[config.mk]
export PLATFORM = sky130hd
export DESIGN_NAME = uart_rxd
export DESIGN_NICKNAME = d
export VERILOG_FILES = /design/src/rtl/uart_rxd.sv
export SDC_FILE = /design/constraint.sdc
export NUM_CORES = 1
export LEC_CHECK = 0
export BUFFER_PORTS_ARGS = -buffer_cell sky130_fd_sc_hd__buf_2
export CAP_MARGIN = 5
export CORE_AREA = 2 2 72 74
export CTS_CLUSTER_DIAMETER = 60
export DETAILED_ROUTE_END_ITERATION = 8
export DIE_AREA = 0 0 74 76
export PLACE_DENSITY = 0.74
export SLEW_MARGIN = 20
export SYNTH_ARGS = -nofsm -noshare
export SYNTH_HDL_FRONTEND = slang
export SYNTH_SLANG_ARGS = --single-unit
[constraint.sdc]
create_clock -name clk -period 1.8 [get_ports clk]
set_input_delay 0.36 -clock clk [delete_from_list [all_inputs] [get_ports clk]]
set_output_delay 0.36 -clock clk [all_outputs]
set_load 0.05 [all_outputs]
[src/rtl/uart_rxd.sv]
// uart_rxd: 8N1 / 8-data-plus-parity serial receiver with a fixed bit period.
// A received byte is presented as {8'h00, byte} with a ready flag and
// per-character parity, framing and overrun status; the CPU consumes it
// with a one-cycle rd_ack pulse.
module uart_rxd #(
    parameter logic [15:0] TIMES = 16'h28B0
) (
    input  logic        clk,
    input  logic        rst,
    input  logic        rxd,
    input  logic        parity_en,
    input  logic        parity_kind,
    input  logic        rd_ack,
    output logic [15:0] rx_data,
    output logic        rx_ready,
    output logic        parity_err,
    output logic        frame_err,
    output logic        overrun,
    output logic        busy
);

    localparam logic [15:0] HALF     = {1'b0, TIMES[15:1]};
    localparam logic [15:0] HALF_M1  = HALF - 16'd1;
    localparam logic [15:0] TIMES_M1 = TIMES - 16'd1;

    typedef enum logic [2:0] {
        ST_IDLE   = 3'd0,
        ST_START  = 3'd1,
        ST_DATA   = 3'd2,
        ST_PARITY = 3'd3,
        ST_STOP   = 3'd4
    } state_t;

    // Parity mismatch: the data ones-count plus the parity bit must have the
    // polarity selected by odd (1 = odd total, 0 = even total).
    function automatic logic parity_bad(input logic [7:0] data,
                                        input logic       pbit,
                                        input logic       odd);
        return (((^data) ^ pbit) != odd);
    endfunction

    // Synchronizer and reset-qualification
    logic       sync1_r;
    logic       rxd_sync_r;
    logic [1:0] vld_r;

    // Frame engine state
    state_t     state_r,   state_s;
    logic [15:0] cnt_r,    cnt_s;
    logic [2:0] bit_idx_r, bit_idx_s;
    logic [7:0] shreg_r,   shreg_s;
    logic       armed_r,   armed_s;
    logic       pen_r,     pen_s;
    logic       pkind_r,   pkind_s;
    logic       perr_r,    perr_s;
    logic       commit_s;

    // Output registers
    logic [7:0] rx_data_r,    rx_data_s;
    logic       rx_ready_r,   rx_ready_s;
    logic       parity_err_r, parity_err_s;
    logic       frame_err_r,  frame_err_s;
    logic       overrun_r,    overrun_s;
    logic       busy_r,       busy_s;

    // Two-flop synchronizer for rxd; vld_r marks when rxd_sync_r holds a real
    // line sample rather than its reset value, so a line held low across
    // reset release can never arm the start detector.
    always_ff @(posedge clk or posedge rst) begin
        if (rst) begin
            sync1_r    <= 1'b1;
            rxd_sync_r <= 1'b1;
            vld_r      <= 2'b00;
        end else begin
            sync1_r    <= rxd;
            rxd_sync_r <= sync1_r;
            vld_r      <= {vld_r[0], 1'b1};
        end
    end

    // Next-state and datapath logic of the receive FSM.
    always_comb begin
        state_s   = state_r;
        cnt_s     = cnt_r;
        bit_idx_s = bit_idx_r;
        shreg_s   = shreg_r;
        armed_s   = armed_r;
        pen_s     = pen_r;
        pkind_s   = pkind_r;
        perr_s    = perr_r;
        commit_s  = 1'b0;
        case (state_r)
            ST_IDLE: begin
                cnt_s = 16'd0;
                if (rxd_sync_r && vld_r[1]) begin
                    armed_s = 1'b1;
                end else begin
                    armed_s = armed_r;
                end
                if (armed_r && !rxd_sync_r) begin
                    state_s = ST_START;
                end else begin
                    state_s = ST_IDLE;
                end
            end
            ST_START: begin
                if (cnt_r == HALF_M1) begin
                    cnt_s = 16'd0;
                    if (rxd_sync_r) begin
                        state_s = ST_IDLE;
                    end else begin
                        pen_s     = parity_en;
                        pkind_s   = parity_kind;
                        bit_idx_s = 3'd0;
                        perr_s    = 1'b0;
                        state_s   = ST_DATA;
                    end
                end else begin
                    cnt_s = cnt_r + 16'd1;
                end
            end
            ST_DATA: begin
                if (cnt_r == TIMES_M1) begin
                    cnt_s     = 16'd0;
                    shreg_s   = {rxd_sync_r, shreg_r[7:1]};
                    bit_idx_s = bit_idx_r + 3'd1;
                    if (bit_idx_r == 3'd7) begin
                        state_s = pen_r ? ST_PARITY : ST_STOP;
                    end else begin
                        state_s = ST_DATA;
                    end
                end else begin
                    cnt_s = cnt_r + 16'd1;
                end
            end
            ST_PARITY: begin
                if (cnt_r == TIMES_M1) begin
                    cnt_s   = 16'd0;
                    perr_s  = parity_bad(shreg_r, rxd_sync_r, pkind_r);
                    state_s = ST_STOP;
                end else begin
                    cnt_s = cnt_r + 16'd1;
                end
            end
            ST_STOP: begin
                if (cnt_r == TIMES_M1) begin
                    cnt_s    = 16'd0;
                    commit_s = 1'b1;
                    state_s  = ST_IDLE;
                end else begin
                    cnt_s = cnt_r + 16'd1;
                end
            end
            default: begin
                cnt_s   = 16'd0;
                state_s = ST_IDLE;
            end
        endcase
    end

    // Output update: a commit overrides rd_ack for rx_ready; rd_ack in the
    // commit cycle suppresses overrun.
    always_comb begin
        rx_data_s    = rx_data_r;
        rx_ready_s   = rx_ready_r;
        parity_err_s = parity_err_r;
        frame_err_s  = frame_err_r;
        overrun_s    = overrun_r;
        busy_s       = (state_s != ST_IDLE);
        if (commit_s) begin
            rx_data_s    = shreg_r;
            parity_err_s = pen_r ? perr_r : 1'b0;
            frame_err_s  = ~rxd_sync_r;
            rx_ready_s   = 1'b1;
            if (rd_ack) begin
                overrun_s = 1'b0;
            end else if (rx_ready_r) begin
                overrun_s = 1'b1;
            end else begin
                overrun_s = overrun_r;
            end
        end else if (rd_ack) begin
            rx_ready_s = 1'b0;
            overrun_s  = 1'b0;
        end else begin
            rx_ready_s = rx_ready_r;
            overrun_s  = overrun_r;
        end
    end

    // FSM, bit timer and frame datapath registers.
    always_ff @(posedge clk or posedge rst) begin
        if (rst) begin
            state_r   <= ST_IDLE;
            cnt_r     <= 16'd0;
            bit_idx_r <= 3'd0;
            shreg_r   <= 8'h00;
            armed_r   <= 1'b0;
            pen_r     <= 1'b0;
            pkind_r   <= 1'b0;
            perr_r    <= 1'b0;
        end else begin
            state_r   <= state_s;
            cnt_r     <= cnt_s;
            bit_idx_r <= bit_idx_s;
            shreg_r   <= shreg_s;
            armed_r   <= armed_s;
            pen_r     <= pen_s;
            pkind_r   <= pkind_s;
            perr_r    <= perr_s;
        end
    end

    // Registered status/data outputs.
    always_ff @(posedge clk or posedge rst) begin
        if (rst) begin
            rx_data_r    <= 8'h00;
            rx_ready_r   <= 1'b0;
            parity_err_r <= 1'b0;
            frame_err_r  <= 1'b0;
            overrun_r    <= 1'b0;
            busy_r       <= 1'b0;
        end else begin
            rx_data_r    <= rx_data_s;
            rx_ready_r   <= rx_ready_s;
            parity_err_r <= parity_err_s;
            frame_err_r  <= frame_err_s;
            overrun_r    <= overrun_s;
            busy_r       <= busy_s;
        end
    end

    assign rx_data    = {8'h00, rx_data_r};
    assign rx_ready   = rx_ready_r;
    assign parity_err = parity_err_r;
    assign frame_err  = frame_err_r;
    assign overrun    = overrun_r;
    assign busy       = busy_r;

endmodule

==> metrics.txt <==
Finished Cell Area 2800 sq um; Reg power frac 0.552; reg2reg setup slack 0.11 ns; vias in the first global route 1580; Bufs on Longest Clock Path 2; Post-Syn Area per Cell 12.0 sq um; CORE AREA 4910 sq um; YS warnings 0; Peak VDD IR 0.722 mV; DP Area 2680 sq um; reg-to-reg critical path startpoint cnt_r[15]; most frequent cells in the layout dfrtp_1 (49), buf_2 (18), nor2_1 (15); Hold Crit Class in2async; reg-to-reg endpoint shreg_r[7]; status finished clean; synthesized area 2460 sq um; DRC errors left 0; via/cell ratio 5.15; # IOs 27; final setup fails 0; Multi-input gate area 1100 sq um; count of final hold-check violations 0; Starting Density 0.502; Die ar. 5620 sq um; number of CTS-inserted buffers 5; CTS root buf clkbuf_8; P&R area growth vs syn 13.5%; RSZ-0062 raised after global routing no; Iter 0 DRT Violations 64; Power Dens Cells 840 nW/um^2; largest net degree at the start of global routing 35; clk sinks 51; Slew Viols, Final 0; Die Span X 74 um; CTS hold repair buffers 0; Int Power 1.65 mW; leakage power 1.40 nW; IO Port Bufs 18; post-synthesis sequential area ratio 0.519; HPWL Detailed 3050 um; skew final 0.0136 ns; Final Cycle Share 0.941; Tot GR Track Use 0.168; clock share of power 0.293; std cell rows 26; Routed WL 4250 um; Antenna Nets Post-Route 0; register bit total from synthesis 51; first-pass GRT wire length 7450 um; antenna violations before repair 0; Logic pwr share 0.155; Die Ht 76 um; routed via count 1587; Distinct cells, synth 45; H-tree levels 2; ant diodes 0; Main synth FF type dfrtp_1; Crit Path Max Fanout 9; asr flop ratio synth 1.00; commonest non-fill, non-tap cell in the layout dfrtp_1; CTS tree yes; CP endpoint kind flop; Nets 246; Post-synth EDFFs 0; sw power 0.693 mW; CP required 1.99 ns; fillers 425; WP data arrival 1.89 ns; Reg2Reg Depth 4; area share of the largest cell type after synthesis 0.498; crit path time final 1.69 ns; type of origin of the critical path flop; layout cells sized above 1 0.315; WL/cell 13.8 um; critical path class reg2reg; DRT Pass-1 Iters 4; sequential cell area 1280 sq um; synth top area cells dfrtp_1 (50%), mux2_2 (5.0%), mux2_4 (4.3%); total grt overflow 0; switching part of the total 0.295; cells after synthesis 205; Fin Setup TNS 0 ns; Synth area leader dfrtp_1; Fmax 591 MHz; clock-pin transition on the worst setup and hold timing paths 0.11 ns; clk_lat worst skew 0.31 ns; Final Wtd Congestion 0.820; Max Cap Viol 0
[area by class of cell]
class | instances | area share
sequential | 51 | 0.457
multi-input combinational | 140 | 0.392
timing repair buffer | 32 | 0.0756
tap | 70 | 0.0313
clock buffer | 5 | 0.0246
clock inverter | 3 | 0.00940
inverter | 7 | 0.00940
[worst max-delay path, cell delays in order, from the launching register on]
cell and delay [ns]:
dfrtp_1 0.43, nor4_4 0.37, and4_4 0.31, nand2_2 0.16, mux2_2 0.32
[synthesized netlist by cell type, drive strengths merged, types with 2 or more instances]
master  instances
a21oi           5
a31oi           2
and3            2
and3b           2
and4            4
and4bb          2
buf            13
conb            2
dfrtp          49
dfstp           2
ha              3
inv             7
mux2           18
mux2i           4
nand2           8
nand2b          2
nand3          11
nand4           8
nor2           15
nor2b           2
nor3b           2
o21ai           8
or3             4
xnor2           7
xor2           10
[power by group through the flow]
| stage | registers, mW | logic, mW | clock network (mW) |
|---|---|---|---|
| global placement | 1.31 | 0.354 | 0 |
| detailed placement | 1.32 | 0.357 | 0 |
| finish | 1.30 | 0.363 | 0.688 |
| CTS | 1.30 | 0.360 | 0.712 |
| global route | 1.31 | 0.406 | 0.756 |
| floorplan | 1.31 | 0.271 | 0 |
[per-stage QoR]
stage / hold WS (ns) / std cells / setup slack, ns / power (mW) / util
finish: 0.0186 / 308 / 0.107 / 2.35 / 0.569
detailed placement: 0.341 / 300 / 0.00429 / 1.68 / 0.546
global route: 0.0564 / 308 / 0.0152 / 2.47 / 0.569
global placement: 0.332 / 300 / 0.0358 / 1.67 / 0.546
floorplan: 0.331 / 212 / 0.00771 / 1.58 / -
CTS: 0.0254 / 308 / 0.0201 / 2.37 / 0.565
[per-layer routing]
| layer | vias to the layer above | share of wire | wire [um] | track usage |
|---|---|---|---|---|
| met2 | 32 | 0.47 | 1980 | 0.251 |
| met1 | 779 | 0.48 | 2050 | 0.248 |
| met4 | 0 | 0.016 | 70 | 0.0545 |
| met5 | - | 0 | 0 | 0 |
| met3 | 6 | 0.033 | 140 | 0.0331 |
| li1 | 770 | - | - | - |
[cells by family after synthesis]
logic type	synth area share
compound gates	0.0549
xor+xnor	0.0696
fa+ha+maj	0.0152
buf+inv	0.0538
flops	0.519
mux	0.109
other cells	0.00305
simple gates	0.175
[state kept, by name, indices dropped and copies added (netlist names), 2 cells and up]
register	flops
rx_data_r	8
state_r	3
bit_idx_r	3
shreg_r	8
vld_r	2
cnt_r	16
[worst max-delay path by stage]
stage	depth (start not counted)	startpoint	slack [ns]	endpoint
finish	4	cnt_r[15]	0.11	shreg_r[7]
global route	4	cnt_r[4]	0.02	shreg_r[7]
CTS	4	cnt_r[8]	0.02	shreg_r[7]
detailed placement	4	cnt_r[8]	0.004	shreg_r[7]
global placement	4	cnt_r[8]	0.04	rx_data_r[6]
floorplan	8	cnt_r[0]	0.008	rx_data_r[0]
[timing repair]
action	CTS	global route
endpoints found under the setup margin	8	26
resized for setup	1	5
buffers inserted	0	0
gates cloned	0	0
pin swaps	0	1
Power figures use the tool's default switching activity.
